[src/rtl/stream_mux_pkg.sv]
// Shared types and helpers for the round-robin / manual stream multiplexer.
package stream_mux_pkg;

    typedef enum logic {
        MODE_RR     = 1'b0,
        MODE_MANUAL = 1'b1
    } mode_e;

    localparam int DATA_MAX = 1024;
    localparam int W_MAX    = 64;

    // Flattened bus is zero-extended to DATA_MAX; caller truncates to W.
    function automatic logic [W_MAX-1:0] ch_slice(
        input logic [DATA_MAX-1:0] data,
        input int                  w,
        input int                  i
    );
        return W_MAX'(data >> (i * w));
    endfunction

endpackage

[src/rtl/stream_mux_rr_arbiter.sv]
// Round-robin arbiter; owns the priority pointer (last served channel).
module rr_arbiter #(
    parameter int N_CH = 4,
    localparam int SEL_W = $clog2(N_CH)
) (
    input  logic             clk,
    input  logic             rst,
    input  logic [N_CH-1:0]  req,
    input  logic             advance,
    input  logic [SEL_W-1:0] grant_idx_in,
    output logic [SEL_W-1:0] ptr,
    output logic             grant_valid,
    output logic [SEL_W-1:0] grant_idx
);

    always_ff @(posedge clk or posedge rst) begin
        if (rst) begin
            ptr <= SEL_W'(N_CH - 1);
        end else if (advance) begin
            ptr <= grant_idx_in;
        end
    end

    // Scan from farthest to nearest so the nearest requester after ptr wins.
    always_comb begin : search
        int               idx;
        logic [SEL_W-1:0] idx_s;
        idx         = 0;
        idx_s       = '0;
        grant_valid = 1'b0;
        grant_idx   = '0;
        for (int k = N_CH; k >= 1; k--) begin
            idx = int'(ptr) + k;
            if (idx >= N_CH) idx = idx - N_CH;
            idx_s = SEL_W'(idx);
            if (req[idx_s]) begin
                grant_valid = 1'b1;
                grant_idx   = idx_s;
            end
        end
    end

endmodule

[src/rtl/stream_mux_rr.sv]
// N-channel valid/ready stream mux with round-robin or manual selection
// and a single registered output stage.
module stream_mux_rr
    import stream_mux_pkg::*;
#(
    parameter int N_CH = 4,
    parameter int W    = 4,
    localparam int SEL_W = $clog2(N_CH)
) (
    input  logic              clk,
    input  logic              rst,
    input  logic              mode,
    input  logic [SEL_W-1:0]  sel,
    input  logic [N_CH-1:0]   in_valid,
    input  logic [N_CH*W-1:0] in_data,
    output logic [N_CH-1:0]   in_ready,
    output logic              out_valid,
    output logic [W-1:0]      out_data,
    output logic [SEL_W-1:0]  out_ch,
    input  logic              out_ready
);

    logic             can_load;
    logic             rr_valid;
    logic [SEL_W-1:0] rr_idx;
    logic [SEL_W-1:0] ptr;
    logic             man_valid;
    logic             grant_valid;
    logic [SEL_W-1:0] g;
    logic             load;
    logic [W-1:0]     g_data;

    rr_arbiter #(.N_CH(N_CH)) u_arb (
        .clk          (clk),
        .rst          (rst),
        .req          (in_valid),
        .advance      (load),
        .grant_idx_in (g),
        .ptr          (ptr),
        .grant_valid  (rr_valid),
        .grant_idx    (rr_idx)
    );

    assign can_load  = (!out_valid || out_ready) && !rst;
    assign man_valid = ({1'b0, sel} < (SEL_W+1)'(N_CH)) && in_valid[sel];

    always_comb begin
        grant_valid = rr_valid;
        g           = rr_idx;
        if (mode == MODE_MANUAL) begin
            grant_valid = man_valid;
            g           = sel;
        end
    end

    assign load   = can_load && grant_valid;
    assign g_data = W'(ch_slice(DATA_MAX'(in_data), W, int'(g)));

    always_comb begin
        in_ready = '0;
        if (load) in_ready[g] = 1'b1;
    end

    always_ff @(posedge clk or posedge rst) begin
        if (rst) begin
            out_valid <= 1'b0;
            out_data  <= '0;
            out_ch    <= '0;
        end else if (load) begin
            out_valid <= 1'b1;
            out_data  <= g_data;
            out_ch    <= g;
        end else if (out_ready) begin
            out_valid <= 1'b0;
        end
    end

endmodule

[config.mk]
export PLATFORM = sky130hd
export DESIGN_NAME = stream_mux_rr
export DESIGN_NICKNAME = d
export VERILOG_FILES = /design/src/rtl/stream_mux_pkg.sv /design/src/rtl/stream_mux_rr_arbiter.sv /design/src/rtl/stream_mux_rr.sv
export SDC_FILE = /design/constraint.sdc
export NUM_CORES = 1
export LEC_CHECK = 0
export CORE_MARGIN = 1.5
export CORE_UTILIZATION = 40
export DETAILED_ROUTE_END_ITERATION = 10
export PLACE_DENSITY = 0.83
export SLEW_MARGIN = 40
export SYNTH_ARGS = -nofsm -noshare
export SYNTH_HDL_FRONTEND = slang
export SYNTH_SLANG_ARGS = --single-unit
[constraint.sdc]
create_clock -name clk -period 4 [get_ports clk]
set_clock_uncertainty 0.2 [all_clocks]
set_input_delay 0.8 -clock clk [delete_from_list [all_inputs] [get_ports clk]]
set_output_delay 0.8 -clock clk [all_outputs]
set_load 0.005 [all_outputs]
==> metrics <==
outcome=finished, final reports clean; CP startpoint kind=primary input; postcts setup bufs=0; starting density of the core=43.3%; Post-synth EDFFs=0; Hold Vio Cnt, Final=0; endpoint type of the worst setup path=output port; FP Rows=14; met1 Track Usage GR=23.9%; Hold Crit Class=register to register; Max Cap Violations=0; Area Overhead vs Synth=67.0%; synthesis-stage register bit count=9; Clk Latency, worst-skew pair=0.26 ns; final antenna-violating net count=0; leakage=~0.47 nW; crit share post-route=97.4%; met2 Track Usage GR=34.7%; syn avg cell area=10.3 sq um; die area=1900 sq um; clk sink count=9; Net Count, Synth=90; drt total wl=1710 microns; CTS HTree Levels=1; GPL Wtd Cong=0.782; dpl ws=around 0.05 ns; Final Setup Violations=0; Cells after DPL=121; DRT Pass-1 Iters=5; DRC violations left=0; share of cells above drive strength 1=23.9%; ys flop type=dfrtp_1; Req. time, crit path=3.00 ns; Synth cell types=27; vias per cell=5.47; crit path kind=primary input to output port; clock root buffer=clkbuf_4; core area=1520 sq um; drt wl/cell=13.7 microns; Max stage delay on crit path=~0.51 ns; most used routing layer=met2; # diodes=0; commonest cells after routing, fill and taps aside=clkdlybuf4s50_1 (36), mux2i_1 (8), buf_4 (8); Worst Slack Setup Final=0.102 ns; worst-path fanout max=6; Die Y=43.6 microns; Reg clk slew, reported paths=~0.06 ns; Final Non-Filler Cells=125; GRT overflow=0; Worst Tran Pin Value=about 0.31 ns; initial antenna violation count=0; Vias=approximately 680; Die W=around 44 microns; total clock buffers created by CTS=3; share of async-settable or async-resettable flops after synthesis=100%; Worst EP arrival=2.90 ns; cell chain of the critical path=clkdlybuf4s50_1 -> mux4_2 -> and2_4 -> o211ai_2 -> nand2b_4 -> a21oi_1 -> clkdlybuf4s50_1; fmax=roughly 260 MHz; # nets final=136; vias in the first global route=between 600 and 700; slowest stage cell, crit path=mux4_2; Port Buf Inserts=36; Post-DP HPWL=1360 microns; relative max-transition margin=78.8%; Mapped Area=659 sq um; largest net degree at the start of global routing=10; I/O Pins=37; Synth warnings=0; most common cell after layout, fill and taps aside=clkdlybuf4s50_1; Post-Syn Instances=64; fin. max-slew vios=0; PwrDens=362 nW/um^2; CTS tree=yes; Final min period=about 4 ns; Total GRT Usage=about a fifth; FILL cells=118; DRT iter0 DRCs=7; first-pass GRT wire length=2860 microns; CTS Buffer Depth=2; cell repeated most along the worst path=clkdlybuf4s50_1; met3 Track Usage GR=2.92%; Seq/Total Area, Yosys=34.5%; VDD IR max=0.000245 V
metrics by stage:
stage                     power (mW)  instance area [sq um]  utilization (%)  hold WS, ns  setup TNS [ns]
after floorplan                0.233                    659                -        0.277               0
after global placement         0.325                   1070             70.4        0.275               0
after detailed placement       0.329                   1070             70.4        0.276               0
after CTS                      0.400                   1100             72.1        0.291               0
after global routing           0.425                   1100             72.2        0.322        -0.00349
final                          0.399                   1100             72.2        0.294               0
layout make-up:
| type | count | area, sq um | area share, % |
|---|---|---|---|
| well taps | 16 | 20.0 | 1.82 |
| inverters | 1 | 3.75 | 0.341 |
| clock buffers | 4 | 26.3 | 2.39 |
| flip-flops and latches | 9 | 228 | 20.7 |
| multi-input cells | 51 | 403 | 36.6 |
| repair buffers | 44 | 420 | 38.2 |
synth_stat cells, types with 2 or more instances:
master / instances / area, sq um
dfstp_2: 2 / 52.6
nor2_1: 6 / 22.5
a21oi_1: 4 / 20.0
buf_6: 2 / 22.5
nand2_1: 7 / 26.3
mux2_2: 4 / 45.0
o221ai_1: 4 / 35.0
mux2i_1: 8 / 80.1
dfrtp_1: 7 / 175
nor3b_1: 2 / 15.0
nand2b_1: 2 / 12.5
per-layer routing:
layer	wire length, microns	share of wire, %
met1	724	42
met2	823	48
met3	125	7.3
met4	35	2.0
met5	0	0
cells by family after synthesis:
group	after synthesis	synth area share, %
AND/OR/NAND/NOR	25	21.4
multiplexers	13	22.4
buffers and inverters	4	4.74
flip-flops	9	34.5
AO/OA/AOI/OAI	13	16.9
where the power goes:
group,internal (mW),switching [mW]
Combinational,0.118,0.0652
Clock,0.0384,0.0313
Sequential,0.124,0.0219
Total,0.280,0.118
repair_timing:
item | 4_1_cts | 5_1_grt
hold buffers | 0 | 0
setup endpoints to repair | 0 | 2
resized for setup | 0 | 2
critical path: cells and delay by family:
kind                   cells  cell delay (ns)
buffers and inverters      2             0.94
muxes                      1             0.51
and+or+nand+nor            2             0.39
AOI/OAI and AO/OA          2             0.26
registers in the layout, summed over array words and instances (netlist names):
register,cells
u_arb.ptr,2
out_ch,2
out_data,4
out_valid,1
path summary, 6_finish.rpt:
check / cells past startpoint / slack (ns) / endpoint / start
max: 7 / 0.10 / in_ready[3] / sel[0]
min: 2 / 0.29 / out_data[2] / out_data[2]
max reg2reg: 6 / 1.85 / out_data[2] / u_arb.ptr[0]
min reg2reg: 2 / 0.29 / out_data[2] / out_data[2]
max in group asynchronous: 3 / 2.72 / u_arb.ptr[1] / rst
min in group asynchronous: 3 / 0.66 / out_ch[1] / rst
(Power assumes the default switching activity.)
